--- config.mk ---
export PLATFORM = sky130hd
export DESIGN_NAME = vga_reg_arbiter
export DESIGN_NICKNAME = d
export VERILOG_FILES = /design/src/rtl/vga_reg_pkg.sv /design/src/rtl/vga_reg_arbiter_fifo.sv /design/src/rtl/vga_reg_arbiter.sv
export SDC_FILE = /design/constraint.sdc
export NUM_CORES = 2
export LEC_CHECK = 0
export CELL_PAD_IN_SITES_DETAIL_PLACEMENT = 1
export CELL_PAD_IN_SITES_GLOBAL_PLACEMENT = 1
export CORE_MARGIN = 2
export CORE_UTILIZATION = 53
export CTS_CLUSTER_SIZE = 30
export DETAILED_ROUTE_END_ITERATION = 8
export PLACE_DENSITY_LB_ADDON = 0.1
export SYNTH_ARGS = -nofsm -noshare
export SYNTH_HDL_FRONTEND = slang
export SYNTH_HIERARCHICAL = 1
export SYNTH_SLANG_ARGS = --single-unit
export TNS_END_PERCENT = 5
--- constraint.sdc ---
create_clock -name clock -period 4.4 [get_ports clock]
set_input_delay 0.88 -clock clock [delete_from_list [all_inputs] [get_ports clock]]
set_output_delay 0.88 -clock clock [all_outputs]
set_load 0.1 [all_outputs]
--- src/rtl/vga_reg_pkg.sv ---
// Shared types and default sizing for the VGA display register arbiter.
// The FIFO, the bank and the drain FSM all size themselves from these values.
package vga_reg_pkg;

  localparam int ADDR_W    = 5;
  localparam int DEPTH     = 8;
  localparam int MAX_DRAIN = 16;
  localparam int FC_W      = 16;

  typedef enum logic [1:0] {
    S_WAIT,
    S_DRAIN,
    S_HOLD
  } state_t;

  typedef struct packed {
    logic [ADDR_W-1:0] addr;
    logic [31:0]       data;
  } wr_entry_t;

endpackage

--- src/rtl/vga_reg_arbiter_fifo.sv ---
// Synchronous write FIFO that holds processor writes until the next vertical blank.
// The word at the read pointer is always presented, so a pop consumes that same word.
module reg_write_fifo
  import vga_reg_pkg::*;
#(
  parameter int  DEPTH   = vga_reg_pkg::DEPTH,
  parameter type entry_t = wr_entry_t
) (
  input  logic                     clock,
  input  logic                     reset_n,
  input  logic                     i_push,
  input  entry_t                   i_wrData,
  input  logic                     i_pop,
  output entry_t                   o_rdData,
  output logic [$clog2(DEPTH):0]   o_count,
  output logic                     o_full,
  output logic                     o_empty
);

  localparam int PTR_W = $clog2(DEPTH);
  localparam int CNT_W = PTR_W + 1;

  entry_t             r_mem [DEPTH];
  logic [PTR_W-1:0]   r_wrPtr;
  logic [PTR_W-1:0]   r_rdPtr;
  logic [CNT_W-1:0]   r_count;
  logic               w_doPush;
  logic               w_doPop;

  assign o_full   = (r_count == CNT_W'(DEPTH));
  assign o_empty  = (r_count == '0);
  assign w_doPush = i_push && !o_full;
  assign w_doPop  = i_pop && !o_empty;
  assign o_rdData = r_mem[r_rdPtr];
  assign o_count  = r_count;

  // Storage needs no reset: the pointers alone decide which words are valid.
  always_ff @(posedge clock) begin
    if (w_doPush) begin
      r_mem[r_wrPtr] <= i_wrData;
    end
  end

  always_ff @(posedge clock or negedge reset_n) begin
    if (!reset_n) begin
      r_wrPtr <= '0;
      r_rdPtr <= '0;
      r_count <= '0;
    end else begin
      if (w_doPush) begin
        r_wrPtr <= r_wrPtr + PTR_W'(1);
      end
      if (w_doPop) begin
        r_rdPtr <= r_rdPtr + PTR_W'(1);
      end
      case ({w_doPush, w_doPop})
        2'b10:   r_count <= r_count + CNT_W'(1);
        2'b01:   r_count <= r_count - CNT_W'(1);
        default: r_count <= r_count;
      endcase
    end
  end

endmodule

--- src/rtl/vga_reg_arbiter.sv ---
// Display register bank shared between processor MMIO writes and VGA reads.
// Writes queue up and are committed only during vertical blank, so a frame never tears.
module vga_reg_arbiter
  import vga_reg_pkg::*;
#(
  parameter int ADDR_W    = vga_reg_pkg::ADDR_W,
  parameter int DEPTH     = vga_reg_pkg::DEPTH,
  parameter int MAX_DRAIN = vga_reg_pkg::MAX_DRAIN,
  parameter int FC_W      = vga_reg_pkg::FC_W
) (
  input  logic                     clock,
  input  logic                     reset_n,
  input  logic                     wr_en,
  input  logic [ADDR_W-1:0]        wr_addr,
  input  logic [31:0]              wr_data,
  output logic                     wr_full,
  output logic                     overflow,
  input  logic                     ovf_clear,
  input  logic                     vblank,
  input  logic [ADDR_W-1:0]        rd_addr,
  output logic [31:0]              rd_data,
  output logic [FC_W-1:0]          frame_count,
  output logic [$clog2(DEPTH):0]   fifo_count,
  output logic                     drain_active
);

  localparam int NREG = 2 ** ADDR_W;
  localparam int DR_W = $clog2(MAX_DRAIN + 1);

  typedef struct packed {
    logic [ADDR_W-1:0] addr;
    logic [31:0]       data;
  } entry_t;

  logic [31:0]      r_bank [NREG];
  logic [31:0]      r_rdData;
  logic [FC_W-1:0]  r_frameCount;
  logic             r_overflow;
  logic             r_vblankQ;
  logic [DR_W-1:0]  r_drained;
  state_t           r_state;

  entry_t           w_pushEntry;
  entry_t           w_popEntry;
  logic             w_fifoFull;
  logic             w_fifoEmpty;
  logic             w_rise;
  logic             w_budgetDone;
  logic             w_pop;

  assign w_pushEntry.addr = wr_addr;
  assign w_pushEntry.data = wr_data;

  reg_write_fifo #(
    .DEPTH   (DEPTH),
    .entry_t (entry_t)
  ) u_fifo (
    .clock    (clock),
    .reset_n  (reset_n),
    .i_push   (wr_en),
    .i_wrData (w_pushEntry),
    .i_pop    (w_pop),
    .o_rdData (w_popEntry),
    .o_count  (fifo_count),
    .o_full   (w_fifoFull),
    .o_empty  (w_fifoEmpty)
  );

  assign w_rise       = vblank && !r_vblankQ;
  assign w_budgetDone = (r_drained == DR_W'(MAX_DRAIN));
  assign w_pop        = (r_state == S_DRAIN) && vblank && !w_fifoEmpty && !w_budgetDone;

  assign wr_full      = w_fifoFull;
  assign overflow     = r_overflow;
  assign rd_data      = r_rdData;
  assign frame_count  = r_frameCount;
  assign drain_active = (r_state == S_DRAIN);

  // vblank_q resets high so a blank already in progress at reset is not treated as a new frame.
  always_ff @(posedge clock or negedge reset_n) begin
    if (!reset_n) begin
      r_state   <= S_WAIT;
      r_drained <= '0;
      r_vblankQ <= 1'b1;
    end else begin
      r_vblankQ <= vblank;
      case (r_state)
        S_WAIT: begin
          if (w_rise) begin
            r_state   <= S_DRAIN;
            r_drained <= '0;
          end
        end
        S_DRAIN: begin
          if (!vblank) begin
            r_state <= S_WAIT;
          end else if (w_fifoEmpty || w_budgetDone) begin
            r_state <= S_HOLD;
          end else begin
            r_drained <= r_drained + DR_W'(1);
          end
        end
        S_HOLD: begin
          if (!vblank) begin
            r_state <= S_WAIT;
          end
        end
        default: r_state <= S_WAIT;
      endcase
    end
  end

  always_ff @(posedge clock or negedge reset_n) begin
    if (!reset_n) begin
      r_frameCount <= '0;
      r_overflow   <= 1'b0;
    end else begin
      if (w_rise) begin
        r_frameCount <= r_frameCount + FC_W'(1);
      end
      if (ovf_clear) begin
        r_overflow <= 1'b0;
      end else if (wr_en && w_fifoFull) begin
        r_overflow <= 1'b1;
      end
    end
  end

  // The read port samples the bank before any same-edge commit, so a new value shows a cycle later.
  always_ff @(posedge clock or negedge reset_n) begin
    if (!reset_n) begin
      for (int i = 0; i < NREG; i++) begin
        r_bank[i] <= '0;
      end
      r_rdData <= '0;
    end else begin
      r_rdData <= r_bank[rd_addr];
      if (w_pop) begin
        r_bank[w_popEntry.addr] <= w_popEntry.data;
      end
    end
  end

endmodule
==> load_flow_metrics.sql <==
INSERT INTO impl_metrics (metric_group, metric, value, unit) VALUES
('sta', 'worst_slew_pin_slew', '1130', 'ps'),
('critical_path', 'worst_ep_arrival_time', '4380', 'ps'),
('cells_and_area', 'finish.cell_count_without_fillers', '5762', ''),
('clocking', 'ctsHtreeMaxLevel', '4', ''),
('sta', 'timing.final.setup_violations', '0', ''),
('grt', 'global_routing_usage_on_met2', '47.5', '%'),
('clocking', 'cts.hold.buffers_added', '0', ''),
('outcome', 'outcome', 'complete, no violations', ''),
('sta', 'setup_repair_after_global_routing_missed_its_margin', 'false', ''),
('cells_and_area', 'syn2layout_area_growth', '13.5', '%'),
('grt', 'grt_use_met1', '40.2', '%'),
('synth', 'synth_seq_area_share', '59.8', '%'),
('job', 'timing.max_cap.violations', '0', ''),
('cells_and_area', 'post_route_cells_drive_above_1_share', '37.2', '%'),
('sta', 'timing.clock.skew', '27.2', 'ps'),
('pwr', 'clkPwrFrac', '27.4', '%'),
('clocking', 'clock_tree.root_cell', 'clkbuf_16', ''),
('synth', 'postSynthNetCount', '4133', ''),
('critical_path', 'cp_slowest_stage_delay', '640', 'ps'),
('route', 'dr.first_iter.drc_count', '2256', ''),
('grt', 'busiest_layer', 'met2', ''),
('synth', 'yosys.area.top_type', 'dfrtp_1', ''),
('sta', 'timing_hold_violations_final', '0', ''),
('critical_path', 'timing.setup.critical_path_class', 'flop to flop', ''),
('synth', 'asyncSetResetFlopFracSynth', '78.7', '%'),
('pwr', 'power_report.internal_total', '30.1', 'mW'),
('die', 'io_pins', '102', ''),
('die', 'chipWidth', '342', 'um'),
('sta', 'period_minus_slack', '3760', 'ps'),
('synth', 'synth_top_cells_by_area', 'dfrtp_1, mux2_2, edfxtp_1, mux2i_1, mux4_2', ''),
('sta', 'clock.fmax', '266', 'MHz'),
('grt', 'grt_first_pass_wirelength', '251', 'mm'),
('sta', 'postLayoutSetupSlackWorst', '636', 'ps'),
('die', 'initial_utilization', '53.6', '%'),
('clocking', 'cts_tree', 'built', ''),
('sta', 'slew_violations', '0', ''),
('synth', 'yosys-top-cells-count', 'dfrtp_1, mux2_2, mux2i_1', ''),
('route', 'drt.antenna.violating_nets', '0', ''),
('synth', 'postSynthRegisterBits', '1387', ''),
('synth', 'count_of_flip_flops_with_a_built_in_enable_after_synthesis', '296', ''),
('pwr', 'p_seq_share', '43.7', '%'),
('die', 'rows', '123', ''),
('route', 'route.detailed.wl_per_inst', '28.6', 'um'),
('cells_and_area', 'filler_cell_count', '10300', ''),
('grt', 'grt_pass1_vias', '39200', ''),
('critical_path', 'timing.critical_path.mode_cell', 'ha_1', ''),
('route', 'detailedRoute.firstPassIterationCount', '5', ''),
('min_path', 'class_of_the_tightest_hold_or_removal_check', 'input pin to asynchronous set/reset pin', ''),
('critical_path', 'ff2ff_setup_slack', '640', 'ps'),
('synth', 'ys.warnings.count', '6', ''),
('die', 'core_region_area', '113000', 'sq um'),
('cells_and_area', 'net_count_of_the_finished_layout', '4205', ''),
('grt', 'largest_net_degree_at_the_start_of_global_routing', '139', ''),
('placed_design', 'place_congestion', '0.759', ''),
('pwr', 'pwr-share-comb', '28.9', '%'),
('critical_path', 'cpLargestDelayFamily', 'compound AO/OA/AOI/OAI gates', ''),
('synth', 'syn_area', '60500', 'sq um'),
('placed_design', 'place_worst_setup_slack', '535', 'ps'),
('clocking', 'clock_tree.buffer_depth', '3', ''),
('critical_path', 'critical_path_peak_fanout', '9', ''),
('clocking', 'count_of_cells_resized_by_post_cts_repair', '0', ''),
('grt', 'antenna_found_initial', '1', ''),
('route', 'routed-via-count', '35500', ''),
('synth', 'synthDominantCellAreaShare', '45.1', '%'),
('clocking', 'clk_sinks', '1387', ''),
('pwr', 'netSwitchingPower', '15.0', 'mW'),
('pwr', 'power.static_leakage', '31.9', 'nW'),
('route', 'drc', '0', ''),
('pwr', 'sw_frac_of_total', '33.2', '%'),
('sta', 'min_period_over_period', '85.5', '%'),
('placed_design', 'placed_cells_incl_taps', '5498', '');
## flip-flops by register name, indices dropped and copies added, names as in the netlist
| register | count |
|---|---|
| u_fifo/r_mem | 296 |
| r_state | 2 |
| u_fifo/o_count | 4 |
| overflow | 1 |
| r_vblankQ | 1 |
| r_bank | 1024 |
| rd_data | 32 |
| u_fifo/r_rdPtr | 3 |
| r_drained | 5 |
| u_fifo/r_wrPtr | 3 |
| frame_count | 16 |
## cells in the final DEF (no fill, tap or decap), drive strengths merged, types with 8 or more instances in the layout
cell type,n
clkinv,32
buf,166
inv,18
ha,8
mux2,1064
a31oi,33
nor3,35
edfxtp,296
a22oi,96
clkdlybuf4s50,98
clkbuf,211
nand2,135
mux4,74
dfrtp,1090
a21oi,100
xnor2,16
nand3,114
mux2i,516
nor2,21
a22o,64
## worst paths after layout
check	from	end	cells after the start
max in group asynchronous	reset_n	rd_data[25]	3
worst min register to register	frame_count[15]	frame_count[15]	1
worst max register to register	r_drained[0]	u_fifo/o_count[3]	12
worst max-delay path	r_drained[0]	u_fifo/o_count[3]	12
worst min-delay path	reset_n	r_bank[739]	1
min in group clock	frame_count[15]	frame_count[15]	1
## routing by layer
metal / vias up / part of all wire [%]
met1: 19300 / 45
met2: 658 / 49
met4: 2 / 2.4
li1: 15200 / -
met3: 258 / 3.3
met5: - / 0.0067
## power groups by stage
stage,clock network [mW],logic (mW),registers (mW)
3_3_place_gp,0,12.6,19.5
5_1_grt,13.1,14.0,20.2
3_5_place_dp,0,13.0,19.8
2_1_floorplan,0,8.74,19.9
4_1_cts,12.6,13.1,19.7
6_report,12.3,13.0,19.7
## logic make-up after synthesis
group,after synthesis,share of synthesized area (%)
AO/OA/AOI/OAI,302,3.40
XOR/XNOR,21,0.304
adder cells (fa/ha/maj),9,0.198
buffers and inverters,353,2.46
multiplexers,1654,31.1
AND/OR/NAND/NOR,351,2.77
flip-flops,1387,59.8
## metrics by stage
step	area, sq um	hold slack [ps]	power (mW)	utilization (%)	TNS [ps]
finish	68700	68.6	45.0	60.8	0
CTS	68700	50.9	45.4	60.8	0
global route	68700	71.1	47.3	60.8	0
global placement	63900	465	32.2	56.6	0
floorplan	60500	464	28.6	-	-3670
detailed placement	63900	477	32.8	56.6	0
## cell type report
class	instances	area [sq um]	area share (%)
antenna	1	2.50	0.00364
inverter	10	37.5	0.0546
sequential	1387	36200	52.7
timing repair buffer	264	2730	3.97
multi-input combinational	2337	23100	33.6
clock inverter	52	523	0.761
tap	1500	1880	2.73
clock buffer	211	4260	6.21
Power figures use the tool's default switching activity.
